`config.mk`:
```
export PLATFORM = sky130hd
export DESIGN_NAME = mpx_hilo_unit
export DESIGN_NICKNAME = d
export VERILOG_FILES = /design/src/rtl/mpx_hilo_unit.sv
export SDC_FILE = /design/constraint.sdc
export NUM_CORES = 1
export LEC_CHECK = 0
export ABC_AREA = 1
export CORE_AREA = 3 3 127 104
export DETAILED_ROUTE_END_ITERATION = 16
export DIE_AREA = 0 0 130 107
export PLACE_DENSITY = 0.9
export SKIP_LAST_GASP = 1
export SYNTH_ARGS = -nofsm -noshare
export SYNTH_HDL_FRONTEND = slang
export SYNTH_SLANG_ARGS = --single-unit
```
`constraint.sdc`:
```
create_clock -name clk_i -period 1.8 [get_ports clk_i]
set_input_delay 0.18 -clock clk_i [delete_from_list [all_inputs] [get_ports clk_i]]
set_output_delay 0.18 -clock clk_i [all_outputs]
set_load 0.1 [all_outputs]
```
`src/rtl/mpx_hilo_unit.sv`:
```
// mpx_hilo_unit
// Architectural HI/LO register block placed directly after the MPX multiplier.
// It counts MULT/MULTU operations still in flight and captures the multiplier
// writeback into HI/LO. It also executes MTHI/MTLO/MFHI/MFLO.
// HI/LO accesses stall while any multiply is outstanding.
//
// Ports:
//   clk_i, rst_i                 clock, synchronous active-high reset
//   opcode_valid_i               instruction presented this cycle
//   opcode_opcode_i              instruction word
//   opcode_invalid_i             instruction faulted (treated as absent)
//   opcode_rd_idx_i              destination GPR for MFHI/MFLO
//   opcode_rs_operand_i          source value for MTHI/MTLO
//   hold_i                       pipeline freeze; all state holds
//   mul_writeback_valid_i/_hi_i/_lo_i  multiplier result
//   stall_o                      instruction cannot be accepted (combinational)
//   writeback_valid_o/_rd_idx_o/_value_o  MFHI/MFLO result, one cycle after accept
//   hi_o, lo_o                   current HI / LO
//
// Handshake: an instruction is taken on a rising edge when it is valid, is not
// invalid, hold_i is low, stall_o is low and it decodes as a HI/LO or multiply
// op. The issuer keeps presenting a stalled instruction until it is taken.
// There is no valid/ready back-pressure on the multiplier writeback. The
// writeback is consumed on any non-held cycle where it is valid.
module mpx_hilo_unit #(
  parameter int MULT_STAGES = 2
) (
  input  logic        clk_i,
  input  logic        rst_i,
  input  logic        opcode_valid_i,
  input  logic [31:0] opcode_opcode_i,
  input  logic        opcode_invalid_i,
  input  logic [4:0]  opcode_rd_idx_i,
  input  logic [31:0] opcode_rs_operand_i,
  input  logic        hold_i,
  input  logic        mul_writeback_valid_i,
  input  logic [31:0] mul_writeback_hi_i,
  input  logic [31:0] mul_writeback_lo_i,
  output logic        stall_o,
  output logic        writeback_valid_o,
  output logic [4:0]  writeback_rd_idx_o,
  output logic [31:0] writeback_value_o,
  output logic [31:0] hi_o,
  output logic [31:0] lo_o
);

  localparam int CNT_W = $clog2(MULT_STAGES + 1);

  // Instruction fields: primary opcode [31:26], function [5:0].
  localparam logic [5:0] OP_SPECIAL = 6'h00;
  localparam logic [5:0] FN_MFHI    = 6'h10;
  localparam logic [5:0] FN_MTHI    = 6'h11;
  localparam logic [5:0] FN_MFLO    = 6'h12;
  localparam logic [5:0] FN_MTLO    = 6'h13;
  localparam logic [5:0] FN_MULT    = 6'h18;
  localparam logic [5:0] FN_MULTU   = 6'h19;

  logic [5:0] op_field;
  logic [5:0] fn_field;
  logic       is_special;
  logic       dec_mfhi, dec_mthi, dec_mflo, dec_mtlo, dec_mult;
  logic       is_hilo_op;
  logic       present;
  logic       accept;
  logic       mul_wb;
  logic       unused_instr_bits;

  logic [CNT_W-1:0] pending_q, pending_d;
  logic [31:0]      hi_q, hi_d;
  logic [31:0]      lo_q, lo_d;
  logic             wb_valid_q, wb_valid_d;
  logic [4:0]       wb_idx_q, wb_idx_d;
  logic [31:0]      wb_val_q, wb_val_d;

  assign op_field          = opcode_opcode_i[31:26];
  assign fn_field          = opcode_opcode_i[5:0];
  assign unused_instr_bits = ^opcode_opcode_i[25:6];

  assign is_special = (op_field == OP_SPECIAL);
  assign dec_mfhi   = is_special && (fn_field == FN_MFHI);
  assign dec_mthi   = is_special && (fn_field == FN_MTHI);
  assign dec_mflo   = is_special && (fn_field == FN_MFLO);
  assign dec_mtlo   = is_special && (fn_field == FN_MTLO);
  assign dec_mult   = is_special && ((fn_field == FN_MULT) || (fn_field == FN_MULTU));
  assign is_hilo_op = dec_mfhi | dec_mthi | dec_mflo | dec_mtlo;

  assign present = opcode_valid_i & ~opcode_invalid_i;
  // stall_o ignores hold_i. A HI/LO op waits until every multiply has written
  // back. There is no bypass from a writeback arriving in the same cycle.
  assign stall_o = present & is_hilo_op & (pending_q != '0);
  assign accept  = present & ~hold_i & ~stall_o & (is_hilo_op | dec_mult);
  assign mul_wb  = mul_writeback_valid_i & ~hold_i;

  always_comb begin
    pending_d  = pending_q;
    hi_d       = hi_q;
    lo_d       = lo_q;
    wb_valid_d = wb_valid_q;
    wb_idx_d   = wb_idx_q;
    wb_val_d   = wb_val_q;
    if (!hold_i) begin
      wb_valid_d = 1'b0;
      wb_idx_d   = '0;
      wb_val_d   = '0;
      if (accept && (dec_mfhi || dec_mflo)) begin
        wb_valid_d = 1'b1;
        wb_idx_d   = opcode_rd_idx_i;
        wb_val_d   = dec_mfhi ? hi_q : lo_q;
      end
      // A legal MTHI/MTLO only runs with nothing pending, so it never meets a
      // writeback. If a stray writeback does arrive, the writeback wins.
      if (mul_wb) begin
        hi_d = mul_writeback_hi_i;
        lo_d = mul_writeback_lo_i;
      end else begin
        if (accept && dec_mthi) hi_d = opcode_rs_operand_i;
        if (accept && dec_mtlo) lo_d = opcode_rs_operand_i;
      end
      // An issue and a completion in the same cycle cancel out. A completion
      // with nothing pending is upstream misuse, and the counter saturates at 0.
      if (accept && dec_mult && !mul_wb) begin
        pending_d = pending_q + 1'b1;
      end else if (!(accept && dec_mult) && mul_wb && (pending_q != '0)) begin
        pending_d = pending_q - 1'b1;
      end
    end
  end

  always_ff @(posedge clk_i) begin
    if (rst_i) begin
      pending_q  <= '0;
      hi_q       <= '0;
      lo_q       <= '0;
      wb_valid_q <= 1'b0;
      wb_idx_q   <= '0;
      wb_val_q   <= '0;
    end else begin
      pending_q  <= pending_d;
      hi_q       <= hi_d;
      lo_q       <= lo_d;
      wb_valid_q <= wb_valid_d;
      wb_idx_q   <= wb_idx_d;
      wb_val_q   <= wb_val_d;
    end
  end

  assign writeback_valid_o  = wb_valid_q;
  assign writeback_rd_idx_o = wb_idx_q;
  assign writeback_value_o  = wb_val_q;
  assign hi_o               = hi_q;
  assign lo_o               = lo_q;

endmodule

```
After elaboration in Yosys (flattened, before gate mapping). Cells that the tools add are included.

$add $sub $neg: 2. Equality and inequality tests: 6. Muxes and demuxes: 10. Bitwise logic cells: 14. Reductions and logical operators: 24.

Operators with widths (number): 32-bit two-way mux (6); 6-bit by 5-bit equality test with 1-bit output (second input constant) (6); 1-bit logical AND (12); 2-bit nonzero test (4); 1-bit AND (7); 6-bit zero test (1); 2-bit AND reduction (3); 5-bit two-way mux (1); 2-bit two-way mux (2); 1-bit bitwise OR (4); 1-bit inverter (3); 2-bit by 1-bit adder with 2-bit output (second input constant) (1); 1-bit zero test (2); 1-bit logical OR (2); 2-bit by 1-bit subtractor with 2-bit output (second input constant) (1); 1-bit two-way mux (1).

Flip-flop bits (word level): 104. Input bits: 139. Output and inout bits: 103. Word-level logic and storage cells: 62.

Logic depth before layout (Yosys ltp). Gate-level depths: netlist of run 1.

Depth after elaboration: 16. Gate-level depth with buffers: 13. Depth with buffers taken out: 13.

Worst setup path after synthesis of run 1. OpenSTA, ideal clock, no wires.

Path type: input -> output. Start: in opcode_opcode_i[27]. End: out stall_o. Arrival time: 1470 ps. Required time: 1620 ps. Setup slack: 150 ps. Stages: 6. Path through: or2_1 nor2_4 nand2_1 nand3_2 nand2_1 inv_1.

Cells in the longest elaborated chain, start to end: 7.

Ends and longest elaborated chain: from (decl) (line 31) `input logic [31:0] opcode_opcode_i,`; 6-bit zero test (*) (line 79) `assign is_special = (op_field == OP_SPECIAL);`; 1-bit logical AND (on tied branches) (line 80, 81); 1-bit bitwise OR (2 in series) (line 85) `assign is_hilo_op = dec_mfhi | dec_mthi | dec_mflo | dec_mtlo;`; 1-bit bitwise OR (*) (line 85); 1-bit AND (*) (2 in series) (line 90) `assign stall_o = present & is_hilo_op & (pending_q != '0);`; to (decl) (line 39) `output logic stall_o,`.

Every way passes the cells marked *; elsewhere a longest branch is shown, timed or not.

Worst setup path after layout of run 1.
Start: in opcode_opcode_i[0]. End: reg lo_q[20] (netlist: lo_o[20]).

Cells in the longest elaborated chain, start to end: 13.

Ends and longest elaborated chain: 6-bit by 5-bit equality test with 1-bit output (on tied branches) (line 80, 81); 1-bit logical AND (on tied branches) (line 80, 81); 1-bit bitwise OR (3 in series) (line 85); 1-bit AND (2 in series) (line 90); 1-bit inverter (line 91) `assign accept = present & ~hold_i & ~stall_o & (is_hilo_op | dec_mult);`; 1-bit AND (2 in series) (line 91); 1-bit logical AND (*) (line 117) `if (accept && dec_mtlo) lo_d = opcode_rs_operand_i;`; 2-bit nonzero test (no source line) (*); 2-bit AND reduction (no source line) (*); to (signal assigned) (line 140) `lo_q <= lo_d;`; to (decl) (line 70) `logic [31:0] lo_q, lo_d;`.

Marked as above. A chain may end at the register's enable or synchronous reset.

==> flow_metrics.env, run 1 <==
export IMPL_status="complete, no violations"
export IMPL_criticalPathCategory="input pin to flop"
export IMPL_dp_cells=1055
export IMPL_floorplan_initialDensity=0.406
export IMPL_chipWidth_um=130
export IMPL_arrival_time_of_data_at_the_critical_path_endpoint_ns=1.91
export IMPL_inserted_clock_buffers=9
export IMPL_p_leak_nw=3.50
export IMPL_max_incr_delay_on_cp_ns=0.27
export IMPL_crit_path_end_kind="flop"
export IMPL_final_period_minus_worst_setup_slack_ns=1.71
export IMPL_worst_r2r_setup_slack_ns=0.16
export IMPL_final_layout_size_suffix_gt1_frac=0.263
export IMPL_route_detailed_wl_per_inst_um=16.4
export IMPL_worstPathRequired_ns=2.00
export IMPL_largest_net_degree_at_the_start_of_global_routing=42
export IMPL_timing_critical_path_slowest_stage_cell="sky130_fd_sc_hd__dlygate4sd2_1"
export IMPL_detailedRoute_firstPassIterationCount=5
export IMPL_synth_top_area_frac=0.423
export IMPL_grt_antenna_before_repair=0
export IMPL_place_gp_congestion=0.863
export IMPL_ys_seq_elements=104
export IMPL_synth_avg_cell_area_sq_um=7.14
export IMPL_timing_critical_path_cells="dlygate4sd2_1 > nand2_1 > inv_1 > buf_4 > o211ai_1 > nand3_4 > buf_6 > buf_4 > nand3_4 > nand2_4 > buf_12 > a21boi_0 > a21oi_1"
export IMPL_net_switching_power_mw=1.89
export IMPL_timing_final_max_slew_violations=0
export IMPL_ioPinCount=242
export IMPL_floorplan_die_height_um=107
export IMPL_hold_slack_ns=0.304
export IMPL_vias_per_cell=5.06
export IMPL_ant_nets=0
export IMPL_min_delay_path_class="input pin to flop"
export IMPL_final_setup_tns_ns=0
export IMPL_syn_instance_count=689
export IMPL_floorplan_die_area_sq_um=13900
export IMPL_vias=5485
export IMPL_synthesis_area_sq_um=4920
export IMPL_worst_pin_slew_ns=0.516
export IMPL_async_reset_ff_frac=0
export IMPL_irDropWorstVdd_mv=0.463
export IMPL_clock_sinks=104
export IMPL_pwr_share_comb=0.248
export IMPL_power_frac_seq=0.426
export IMPL_syn_to_final_growth_pct=59.7
export IMPL_cts_buffer_depth=2
export IMPL_worst_skew_pair_late_latency_ns=0.34
export IMPL_yosys_top_cells_area="sky130_fd_sc_hd__dfxtp_1 (42%), sky130_fd_sc_hd__nand2_1 (20%), sky130_fd_sc_hd__a21oi_1 (11%), sky130_fd_sc_hd__mux2_2 (7.3%), sky130_fd_sc_hd__nor2_1 (3.9%)"
export IMPL_p_int_mw=3.84
export IMPL_skew_ns=0.00627
export IMPL_cell_type_contributing_the_most_total_cell_area_after_synthesis="sky130_fd_sc_hd__dfxtp_1"
export IMPL_synth_edff_count=0
export IMPL_cts_reportedPaths_clkPinSlew_ns=0.07
export IMPL_timing_slew_headroom=0.656
export IMPL_tritoncts_clock_tree="yes"
export IMPL_power_density_nw_per_um2=729
export IMPL_pwr_share_clk=0.326
export IMPL_synth_nets=828
export IMPL_timing_critical_path_fanout_max=10
export IMPL_net_count_reported_at_finish=1065
export IMPL_post_layout_nonfiller_instances=1083
export IMPL_detail_route_iter0_violations=333
export IMPL_netlist_cell_type_count=29
export IMPL_maxCapViolations=0
export IMPL_gr_usage_met1=0.292
export IMPL_layout_core_utilization=0.648
export IMPL_groute_layer_met2_usage=0.399
export IMPL_rsz0062_at_grt="true"
export IMPL_floorplan_core_area_sq_um=12100
export IMPL_worstSetupStartpointType="input pin"
export IMPL_grt_most_used_layer="met2"
export IMPL_io_buffers=221
export IMPL_row_count=36
export IMPL_number_of_antenna_diodes=0
export IMPL_postRouteWirelength_um=17800
export IMPL_via_count_of_the_first_global_routing_pass=5165
export IMPL_ys_seq_area_frac=0.423
export IMPL_cts_htree_levels=3
export IMPL_yosys_warnings=0
export IMPL_remaining_global_route_overflow=0
export IMPL_final_hold_viol_count=0
export IMPL_commonest_non_fill_non_tap_cells_in_the_layout="sky130_fd_sc_hd__nand2_1 (241), sky130_fd_sc_hd__buf_4 (131), sky130_fd_sc_hd__a21oi_1 (104), sky130_fd_sc_hd__dfxtp_1 (104), sky130_fd_sc_hd__clkdlybuf4s50_1 (104)"
export IMPL_design_power_total_mw=5.73
export IMPL_dp_final_hpwl_um=12500
export IMPL_setup_violations=0
export IMPL_grtUsageTotal=0.236
export IMPL_finalCritPeriodShare=0.948
export IMPL_remaining_drc_errors=0
export IMPL_gr_usage_met3=0.0712
export IMPL_switching_share=0.329
export IMPL_postSynth_topFlopCell="sky130_fd_sc_hd__dfxtp_1"
export IMPL_root_buffer="sky130_fd_sc_hd__clkbuf_16"
export IMPL_layout_commonest_cell="sky130_fd_sc_hd__nand2_1"
export IMPL_max_freq_ghz=0.586
export IMPL_wire_length_of_the_first_global_routing_pass_um=26100
-- power groups by stage --
| stage | clock network (mW) | logic, mW | registers, mW |
|---|---|---|---|
| after CTS | 1.89 | 1.38 | 2.44 |
| after global placement | 0 | 1.36 | 2.49 |
| after detailed placement | 0 | 1.38 | 2.49 |
| after global routing | 1.96 | 1.50 | 2.45 |
| after floorplan | 0 | 0.316 | 3.01 |
| final | 1.87 | 1.42 | 2.44 |
-- kinds of logic (layout without fill, tap and decap cells) --
family / after synthesis / count (layout) / synth area share
buffers and inverters: 76 / 318 / 0.0689
flip-flops: 104 / 104 / 0.423
AND/OR/NAND/NOR: 329 / 329 / 0.266
multiplexers: 32 / 32 / 0.0732
AO/OA/AOI/OAI: 148 / 148 / 0.169
-- metrics by stage --
stage / setup slack [ns] / cell area, sq um
2_1_floorplan: 0.150 / 4920
3_3_place_gp: -0.635 / 7240
3_5_place_dp: -0.772 / 7240
4_1_cts: -0.00818 / 7560
5_1_grt: -0.0165 / 7860
6_report: 0.0934 / 7860
-- synthesized netlist by cell type (3+ instances only) --
cell type                  instances
sky130_fd_sc_hd__nand2_1         257
sky130_fd_sc_hd__a21oi_1         110
sky130_fd_sc_hd__dfxtp_1         104
sky130_fd_sc_hd__nor2_1           51
sky130_fd_sc_hd__mux2_2           32
sky130_fd_sc_hd__inv_1            31
sky130_fd_sc_hd__clkbuf_1         20
sky130_fd_sc_hd__a21boi_0         18
sky130_fd_sc_hd__buf_2            10
sky130_fd_sc_hd__a21boi_1          7
sky130_fd_sc_hd__buf_4             7
sky130_fd_sc_hd__nand4_1           5
sky130_fd_sc_hd__o21ai_0           5
sky130_fd_sc_hd__buf_1             4
sky130_fd_sc_hd__nand3_1           4
sky130_fd_sc_hd__o21a_1            4
sky130_fd_sc_hd__nand2_2           3
-- registers in the layout, summed over array words and instances (netlist names) --
| name | count |
|---|---|
| pending_q | 2 |
| writeback_valid_o | 1 |
| lo_o | 32 |
| writeback_value_o | 32 |
| hi_o | 32 |
| writeback_rd_idx_o | 5 |
-- layer usage --
metal / vias up / routed length [um]
met5: - / 0
met2: 219 / 8680
met1: 2542 / 7390
li1: 2700 / -
met3: 24 / 1460
met4: 0 / 268
-- critical path, delay by kind of cell --
family | cells | cell delay [ns]
AOI/OAI and AO/OA | 3 | 0.50
and+or+nand+nor | 4 | 0.37
buffers and inverters | 6 | 0.86
-- path summary, 6_finish.rpt --
check	start	end	depth (start not counted)
worst max register to register	pending_q[0]$_SDFFE_PP0P_	hi_o[6]$_SDFFE_PP0P_	9
worst max-delay path	opcode_opcode_i[0]	lo_o[20]$_SDFFE_PP0P_	13
worst min register to register	writeback_value_o[31]$_SDFFE_PP0N_	writeback_value_o[31]$_SDFFE_PP0N_	2
worst min-delay path	rst_i	hi_o[0]$_SDFFE_PP0P_	2
-- what timing repair did --
action	in CTS	in global routing
endpoints found under the setup margin	25	104
pin swaps	6	15
hold buffers	0	0
resized for setup	13	47
buffers inserted	1	7
cloned	0	4
-- final cells by class --
cell class	count	area, sq um
Inverter	33	134
Clock buffer	10	229
Sequential cell	104	2080
Tap cell	152	190
Multi-Input combinational cell	509	2620
Timing Repair Buffer	269	2550
Fill cell	1063	4260
Clock inverter	6	50.0
Power figures use the tool's default switching activity.
==> run 2: changes to the inputs <==
--- a/config.mk
+++ b/config.mk
@@ -14,3 +14,4 @@
 export SYNTH_ARGS = -nofsm -noshare
 export SYNTH_HDL_FRONTEND = slang
 export SYNTH_SLANG_ARGS = --single-unit
+export TNS_END_PERCENT = 30
==> flow_metrics.env, run 2 (synthesized netlist as in run 1, its figures left out) <==
export IMPL_p_leak_nw=3.51
export IMPL_dpl_instance_area_sq_um=7240
export IMPL_net_count_reported_at_finish=1063
export IMPL_layout_commonest_cell="sky130_fd_sc_hd__nand2_1"
export IMPL_arrival_time_of_data_at_the_critical_path_endpoint_ns=1.53
export IMPL_vias=5499
export IMPL_worst_skew_pair_late_latency_ns=0.34
export IMPL_setup_violations=0
export IMPL_filler_cell_count=1065
export IMPL_inserted_clock_buffers=9
export IMPL_cts_reportedPaths_clkPinSlew_ns=0.07
export IMPL_ant_nets=0
export IMPL_worst_pin_slew_ns=0.507
export IMPL_timing_critical_path_max_delay_family="simple AND/OR/NAND/NOR gates"
export IMPL_floorplan_die_area_sq_um=13900
export IMPL_vias_per_cell=5.09
export IMPL_power_density_nw_per_um2=729
export IMPL_worstPathRequired_ns=1.62
export IMPL_root_buffer="sky130_fd_sc_hd__clkbuf_16"
export IMPL_criticalPathCategory="flop to output port"
export IMPL_place_gp_congestion=0.863
export IMPL_clock_sinks=104
export IMPL_syn_to_final_growth_pct=59.5
export IMPL_detail_route_iter0_violations=330
export IMPL_via_count_of_the_first_global_routing_pass=5167
export IMPL_detailedRoute_firstPassIterationCount=5
export IMPL_grtUsageTotal=0.236
export IMPL_chipWidth_um=130
export IMPL_largest_net_degree_at_the_start_of_global_routing=42
export IMPL_grt_antenna_before_repair=0
export IMPL_floorplan_initialDensity=0.406
export IMPL_wire_length_of_the_first_global_routing_pass_um=26100
export IMPL_route_detailed_wl_per_inst_um=16.3
export IMPL_final_hold_viol_count=0
export IMPL_design_power_total_mw=5.72
export IMPL_row_count=36
export IMPL_tritoncts_clock_tree="yes"
export IMPL_timing_critical_path_cells="nor2_1 > nor2_1 > nand2_4 > buf_6 > inv_2 > buf_12"
export IMPL_final_layout_size_suffix_gt1_frac=0.257
export IMPL_worst_r2r_setup_slack_ns=0.15
export IMPL_max_incr_delay_on_cp_ns=0.37
export IMPL_maxCapViolations=0
export IMPL_skew_ns=0.00812
export IMPL_floorplan_core_area_sq_um=12100
export IMPL_io_buffers=221
export IMPL_number_of_antenna_diodes=0
export IMPL_critical_path_most_common_cell="sky130_fd_sc_hd__nor2_1"
export IMPL_layout_core_utilization=0.648
export IMPL_cts_buffer_depth=2
export IMPL_crit_path_end_kind="output port"
export IMPL_postRouteWirelength_um=17700
export IMPL_critical_path_buf_inv_count=3
export IMPL_worstSetupStartpointType="flop"
export IMPL_finalCritPeriodShare=0.951
export IMPL_remaining_global_route_overflow=0
export IMPL_timing_slew_headroom=0.662
export IMPL_timing_final_max_slew_violations=0
export IMPL_max_freq_ghz=0.584
export IMPL_dp_final_hpwl_um=12500
export IMPL_timing_critical_path_fanout_max=4
export IMPL_floorplan_die_height_um=107
export IMPL_hold_slack_ns=0.300
export IMPL_stdcell_area_sq_um=7850
export IMPL_final_period_minus_worst_setup_slack_ns=1.71
export IMPL_irDropWorstVdd_mv=0.459
export IMPL_timing_critical_path_slowest_stage_cell="sky130_fd_sc_hd__dfxtp_1"
export IMPL_status="complete, no violations"
export IMPL_remaining_drc_errors=0
export IMPL_ioPinCount=242
export IMPL_cts_htree_levels=3
export IMPL_min_delay_path_class="input pin to flop"
export IMPL_commonest_non_fill_non_tap_cells_in_the_layout="sky130_fd_sc_hd__nand2_1 (241), sky130_fd_sc_hd__buf_4 (129), sky130_fd_sc_hd__a21oi_1 (105)"
-- run 2: changes by cell type in the layout (fill, tap and decap cells not counted), sizes merged --
cell	change
buf	-2
-- run 2: worst paths after layout --
path	from	cells past startpoint	endpoint
worst max register to register	pending_q[0]$_SDFFE_PP0P_	9	hi_o[12]$_SDFFE_PP0P_
worst min-delay path	rst_i	2	hi_o[0]$_SDFFE_PP0P_
worst min register to register	writeback_value_o[31]$_SDFFE_PP0N_	2	writeback_value_o[31]$_SDFFE_PP0N_
worst max-delay path	pending_q[0]$_SDFFE_PP0P_	6	stall_o
-- run 2: report_power, final --
part / leakage, nW / internal, mW / switching, mW / total, mW
Sequential: 0.846 / 2.38 / 0.0662 / 2.44
Combinational: 2.53 / 0.510 / 0.909 / 1.42
Clock: 0.130 / 0.958 / 0.902 / 1.86
Total: 3.51 / 3.84 / 1.88 / 5.72
-- run 2: what timing repair did --
action                     in CTS  in global routing
gates cloned                    0                  4
hold buffers                    0                  0
pin swaps                       6                 15
setup endpoints to repair      25                104
gates resized for setup        12                 44
setup buffers                   1                  5
-- run 2: layout make-up --
class | count | area, sq um | share of cell area
sequential | 104 | 2080 | 0.265
timing repair buffer | 267 | 2540 | 0.324
tap | 152 | 190 | 0.0242
inverter | 33 | 131 | 0.0167
multi-input combinational | 509 | 2620 | 0.334
clock buffer | 10 | 229 | 0.0292
clock inverter | 6 | 50.0 | 0.00638
-- run 2: worst register-to-register path, cell delays in order, from the launching register on --
cell and delay (ns):
sky130_fd_sc_hd__dfxtp_1 0.37, sky130_fd_sc_hd__nor2_1 0.07, sky130_fd_sc_hd__nor2_1 0.32, sky130_fd_sc_hd__nand2_4 0.08, sky130_fd_sc_hd__nand4_1 0.15, sky130_fd_sc_hd__nand2_2 0.11
sky130_fd_sc_hd__clkinv_4 0.12, sky130_fd_sc_hd__clkbuf_16 0.18, sky130_fd_sc_hd__nand2_2 0.05, sky130_fd_sc_hd__a21oi_1 0.13
-- run 2: metrics by stage --
step           setup TNS (ns)  setup WS (ns)  instances
2_1_floorplan               0          0.150        689
3_3_place_gp           -29.69         -0.635       1055
3_5_place_dp           -35.32         -0.772       1055
4_1_cts               -0.0314       -0.00818       1072
5_1_grt                -0.458        -0.0354       1081
6_report                    0         0.0884       1081
-- run 2: metal layers --
metal	track usage	part of all wire	wire, um	vias up
met5	0	0	0	-
met4	0.0608	0.015	267	0
met3	0.0712	0.091	1600	26
li1	-	-	-	2698
met2	0.399	0.49	8610	235
met1	0.292	0.41	7180	2540
==> run 3: changes to the inputs <==
--- a/config.mk
+++ b/config.mk
@@ -7,6 +7,7 @@
 export LEC_CHECK = 0
 export ABC_AREA = 1
 export CORE_AREA = 3 3 127 104
+export CTS_CLUSTER_SIZE = 14
 export DETAILED_ROUTE_END_ITERATION = 16
 export DIE_AREA = 0 0 130 107
 export PLACE_DENSITY = 0.9
==> results of run 3 <==
Same layout as run 2: the final DEF is identical, and so are final timing and power.
